### src/rtl/key_event_debounce_if.sv
// rtl/key_event_debounce_if.sv - key event valid/ready handshake carrying the signed sample xin
interface key_event_debounce_if;
  logic       evt_valid;
  logic       evt_ready;
  logic [1:0] xin;

  modport master (
    output evt_valid,
    output xin,
    input  evt_ready
  );

  modport slave (
    input  evt_valid,
    input  xin,
    output evt_ready
  );
endinterface

### src/rtl/key_event_debounce.sv
// rtl/key_event_debounce.sv - sync, debounce and single-entry event buffer for two active-low keys
// Optional KEY_STATS_EN builds the drop_cnt/press_cnt statistics; otherwise both read 10'd0.
module key_event_debounce #(
  parameter int DEBOUNCE_CYCLES = 500000,
  parameter int CNT_W           = 20
) (
  input  logic                  CLOCK_50,
  input  logic                  rst,
  input  logic                  key0,
  input  logic                  key1,
  key_event_debounce_if.master  evt,
  output logic [9:0]            drop_cnt,
  output logic [9:0]            press_cnt
);

  logic [1:0]       raw;
  logic [1:0]       sync1;
  logic [1:0]       sync2;
  logic [1:0]       stable;
  logic [1:0]       press;
  logic [CNT_W-1:0] cnt [2];

  logic             valid_q;
  logic [1:0]       xin_q;
  logic             accept;
  logic             load;

  assign raw = {key1, key0};

  // press[i] pulses on the edge stable[i] falls; the buffer consumes it one edge later
  always_ff @(posedge CLOCK_50) begin
    if (rst) begin
      sync1  <= 2'b11;
      sync2  <= 2'b11;
      stable <= 2'b11;
      press  <= 2'b00;
      for (int i = 0; i < 2; i++) begin
        cnt[i] <= '0;
      end
    end else begin
      sync1 <= raw;
      sync2 <= sync1;
      for (int i = 0; i < 2; i++) begin
        press[i] <= 1'b0;
        if (sync2[i] == stable[i]) begin
          cnt[i] <= '0;
        end else if (cnt[i] == CNT_W'(DEBOUNCE_CYCLES - 1)) begin
          stable[i] <= sync2[i];
          cnt[i]    <= '0;
          press[i]  <= ~sync2[i];
        end else begin
          cnt[i] <= cnt[i] + 1'b1;
        end
      end
    end
  end

  always_comb begin
    accept = valid_q & evt.evt_ready;
    load   = (|press) & (~valid_q | accept);
  end

  // key0 has priority when both presses land together; xin is held after accept
  always_ff @(posedge CLOCK_50) begin
    if (rst) begin
      valid_q <= 1'b0;
      xin_q   <= 2'b01;
    end else if (load) begin
      valid_q <= 1'b1;
      xin_q   <= press[0] ? 2'b01 : 2'b11;
    end else if (accept) begin
      valid_q <= 1'b0;
    end
  end

  assign evt.evt_valid = valid_q;
  assign evt.xin       = xin_q;

`ifdef KEY_STATS_EN
  logic [1:0] drop_n;
  logic [9:0] drop_q;
  logic [9:0] press_q;

  always_comb begin
    drop_n = 2'd0;
    if (press == 2'b11) begin
      drop_n = load ? 2'd1 : 2'd2;
    end else if (|press) begin
      drop_n = load ? 2'd0 : 2'd1;
    end
  end

  always_ff @(posedge CLOCK_50) begin
    if (rst) begin
      drop_q  <= '0;
      press_q <= '0;
    end else begin
      drop_q  <= drop_q + {8'd0, drop_n};
      press_q <= press_q + {9'd0, accept};
    end
  end

  assign drop_cnt  = drop_q;
  assign press_cnt = press_q;
`else
  assign drop_cnt  = 10'd0;
  assign press_cnt = 10'd0;
`endif

endmodule

### src/flat_wrapper.sv
// flat-port wrapper written by rule: the top's interface ports become plain ports
module key_event_debounce_flat 
#(
  parameter int DEBOUNCE_CYCLES = 500000,
  parameter int CNT_W           = 20
)
  (CLOCK_50, rst, key0, key1, drop_cnt, press_cnt, evt_evt_valid, evt_xin, evt_evt_ready);
  key_event_debounce_if evt_i ();
  input  logic CLOCK_50;
  input  logic rst;
  input  logic key0;
  input  logic key1;
  output logic [9:0] drop_cnt;
  output logic [9:0] press_cnt;
  output wire logic [$bits(evt_i.evt_valid)-1:0] evt_evt_valid;
  output wire logic [$bits(evt_i.xin)-1:0] evt_xin;
  input wire logic [$bits(evt_i.evt_ready)-1:0] evt_evt_ready;
  assign evt_evt_valid = evt_i.evt_valid;
  assign evt_xin = evt_i.xin;
  assign evt_i.evt_ready = evt_evt_ready;
  key_event_debounce #(.DEBOUNCE_CYCLES(DEBOUNCE_CYCLES), .CNT_W(CNT_W)) u_core (.CLOCK_50(CLOCK_50), .rst(rst), .key0(key0), .key1(key1), .evt(evt_i), .drop_cnt(drop_cnt), .press_cnt(press_cnt));
endmodule
### config.mk
export PLATFORM = sky130hd
export DESIGN_NAME = key_event_debounce_flat
export DESIGN_NICKNAME = d
export VERILOG_FILES = /design/src/rtl/key_event_debounce_if.sv /design/src/rtl/key_event_debounce.sv /design/src/flat_wrapper.sv
export SDC_FILE = /design/constraint.sdc
export NUM_CORES = 1
export LEC_CHECK = 0
export BUFFER_PORTS_ARGS = -buffer_cell sky130_fd_sc_hd__buf_2
export CORE_UTILIZATION = 53
export CTS_CLUSTER_DIAMETER = 120
export CTS_CLUSTER_SIZE = 16
export DETAILED_ROUTE_END_ITERATION = 7
export GPL_TIMING_DRIVEN = 0
export HOLD_SLACK_MARGIN = 0.05
export PLACE_DENSITY = 0.78
export REMOVE_ABC_BUFFERS = 1
export SLEW_MARGIN = 25
export SYNTH_ARGS = -nofsm -noshare
export SYNTH_HDL_FRONTEND = slang
export SYNTH_SLANG_ARGS = --single-unit
### constraint.sdc
create_clock -name CLOCK_50 -period 2 [get_ports CLOCK_50]
set_input_delay 0.6 -clock CLOCK_50 [delete_from_list [all_inputs] [get_ports CLOCK_50]]
set_output_delay 0.6 -clock CLOCK_50 [all_outputs]
set_load 0.03 [all_outputs]
==> impl_metrics.toml <==
[clocking]
clock_insertion_delay_worst_skew_ns = 0.31
cts.clk_slew.worst_paths_ns = 0.10
tritoncts = "yes"
clk_root_buffer_cell = "sky130_fd_sc_hd__clkbuf_8"
num_cts_buffers = 5
clock_tree.htree_level_count = 2
cts_num_sinks = 50
clk_path_buf_depth = 2
cts_hold_buf = 0

[global_route]
groute.usage.overall = 0.180
grt_start_max_net_pins = 19
number_of_global_route_vias_before_repair = 1697
grt.overflow.total = 0
antenna_found_initial = 0
grt_first_pass_wirelength_um = 7270

[finish]
final_net_count = 322
layout_commonest_cell = "sky130_fd_sc_hd__conb_1"
layout_common_cells = "61 x sky130_fd_sc_hd__conb_1, 40 x sky130_fd_sc_hd__edfxtp_1, 36 x sky130_fd_sc_hd__nor2_1"
final_core_util = 0.643
final_layout_size_suffix_gt1_frac = 0.120
layout-area-overhead-vs-synth_pct = 14.7
antennaDiodeCount = 0
final_cell_count_no_fill = 383
fillers = 384

[setup_path]
cpLargestDelayFamily = "simple AND/OR/NAND/NOR gates"
r2r_depth = 4
worst_ep_arrival_ns = 2.08
crit_chain = "nand4_4 > or4_1 > or3_1 > a21oi_1"
setup.worst_path.start_class = "flip-flop"
r2r_start = "u_core.cnt[1][5]"
cpMaxStageDelayCell = "sky130_fd_sc_hd__or4_1"
worst_setup_path_end_kind = "flip-flop"
worst-path-stages = 4
r2r-end = "u_core.cnt[1][19]"
critPathKind = "reg -> reg"
setup.worst_path.start = "u_core.cnt[1][5]"
crit_path_max_fanout = 10
worst_ep_required_time_ns = 2.17
timing.reg2reg.setup_slack_ns = 0.09
worstPathBufferInverterCount = 0
crit_path_max_incr_delay_ns = 0.58

[logic_synthesis]
syn_area_um2 = 2700
synthCells = 259
synth.yosys.warnings = 0
seq_area_frac_synth = 0.519
synth-seq-cells = 50
synth.lib_cells_used.distinct = 37
synthesis.area_per_instance_um2 = 10.4
number_of_enable_type_register_cells_in_the_synthesized_netlist = 40
synth_ff_type = "sky130_fd_sc_hd__edfxtp_1"
async_reset_ff_frac = 0

[status]
run_status = "finished clean"

[die]
pin_count = 28
initial_utilization = 0.560
rows = 25
fp.dieArea_um2 = 5380
core_area_um2 = 4820
die_x_um = 73.4
fp.dieH_um = 73.4

[routing]
drt-pass1-iter-count = 4
wl_per_cell_um = 11.3
remaining_drc_errors = 0
route.detailed.vias_per_inst = 4.93
drtAntennaViolNets = 0
routed_via_count = 1887
drtIter0Drc = 75
detail_route.wirelength_um = 4350

[power_and_ir_drop]
power_density_nw_per_um2 = 637
worst_ir_drop_vdd_uv = 363
cellLeakagePower_nw = 1.11

[sta]
final.period_utilization = 0.955
max_freq_mhz = 524
timing.final.crit_period_ns = 1.91
setup-violations-final = 0
final.setup_skew_ns = 0.0115
timing_max_transition_violations_final = 0
rsz0062_at_grt = "no"
finalHoldViolCount = 0

[min_path]
min_delay_path_depth = 1
worst_hold_path_ep = "u_core.sync2[1]"
hold_path_class = "reg -> reg"
holdCritStartpoint = "u_core.sync1[1]"

[placement]
placedCellCount = 364
port-buffer-count = 6
hpwlAfterDp_um = 3080
gp_routability_congestion = 0.777

[run]
timing.max_cap.violations = 0
cell usage after synthesis, drive strengths merged, types with 4 or more instances:
cell type | number | share of area
o21ai | 5 | 0.0093
and4 | 4 | 0.013
dfxtp | 10 | 0.074
xnor2 | 15 | 0.049
nor4b | 6 | 0.019
nand3 | 14 | 0.026
xor2 | 14 | 0.045
nand2 | 11 | 0.015
and3 | 5 | 0.012
nand4 | 15 | 0.040
nor2 | 36 | 0.050
buf | 23 | 0.062
edfxtp | 40 | 0.45
clkbuf | 4 | 0.0060
nor3 | 6 | 0.011
nor4 | 5 | 0.012
a21oi | 9 | 0.017
inv | 7 | 0.0097
or4 | 5 | 0.015
or3 | 5 | 0.012
or2 | 4 | 0.0093
sequential cells by signal (all words and copies together) (netlist names):
| register | cells |
|---|---|
| u_core.cnt | 40 |
| u_core.evt.evt_valid | 1 |
| u_core.evt.xin | 1 |
| u_core.press | 2 |
| u_core.stable | 2 |
| u_core.sync1 | 2 |
| u_core.sync2 | 2 |
power by group:
part | internal [mW] | leakage (nW) | total (mW) | switching (mW)
clock network | 0.258 | 0.0491 | 0.623 | 0.365
logic | 0.0442 | 0.565 | 0.145 | 0.101
registers | 1.16 | 0.494 | 1.20 | 0.0433
worst reg2reg max path: cells and delay by family, from the launching register on:
kind	cells	cell delay (ns)
compound gates	1	0.17
flops	1	0.47
simple gates	3	1.12
cell type report:
type / count / area [um^2] / area share
clock buffer: 5 / 68.8 / 0.0222
inverter: 7 / 26.3 / 0.00848
sequential: 50 / 1400 / 0.453
multi-input combinational: 234 / 1350 / 0.437
tap: 67 / 83.8 / 0.0271
timing repair buffer: 17 / 138 / 0.0444
clock inverter: 3 / 26.3 / 0.00848
cells by family (layout without fill, tap and decap cells):
| family | count (synthesis) | count (layout) | share of synthesized area |
|---|---|---|---|
| simple gates | 117 | 117 | 0.237 |
| flops | 50 | 50 | 0.519 |
| buf+inv | 34 | 32 | 0.0779 |
| xor+xnor | 29 | 29 | 0.0941 |
| compound gates | 23 | 23 | 0.0519 |
| fa+ha+maj | 2 | 2 | 0.00927 |
| other cells | 2 | 61 | 0.00278 |
| mux | 2 | 2 | 0.00742 |
routing by layer:
metal  track usage  vias to the layer above  routed length, um
met5             0                        -                  0
met4        0.0812                        0                 71
met3        0.0370                        6                101
met2         0.317                       26               2150
met1         0.212                      878               2020
li1              -                      977                  -
worst max path at each step:
stage                        end  slack (ns)
2_1_floorplan  u_core.cnt[1][10]        0.07
3_3_place_gp   u_core.cnt[1][15]       -0.38
3_5_place_dp   u_core.cnt[0][12]       -0.32
4_1_cts        u_core.cnt[1][18]       0.002
5_1_grt        u_core.cnt[1][19]      0.0004
6_report       u_core.cnt[1][19]        0.09
through the flow:
stage               total power [mW]  hold WS, ns  worst slack, ns  setup TNS (ns)  instance area, um^2
floorplan                       1.33        0.389           0.0674               0                 2740
global placement                1.35        0.393           -0.383          -10.28                 2850
detailed placement              1.35        0.397           -0.322           -6.10                 2850
CTS                             1.98        0.421          0.00227               0                 3000
finish                          1.97        0.419           0.0899               0                 3100
global route                    2.03        0.436         0.000382               0                 3100
repair_timing:
| action | CTS | global route |
|---|---|---|
| setup buffers | 3 | 8 |
| pin swaps | 1 | 3 |
| setup endpoints to repair | 35 | 37 |
| gates resized for setup | 3 | 4 |
| cloned | 0 | 0 |
No activity file was read; power rests on OpenSTA's default activity.
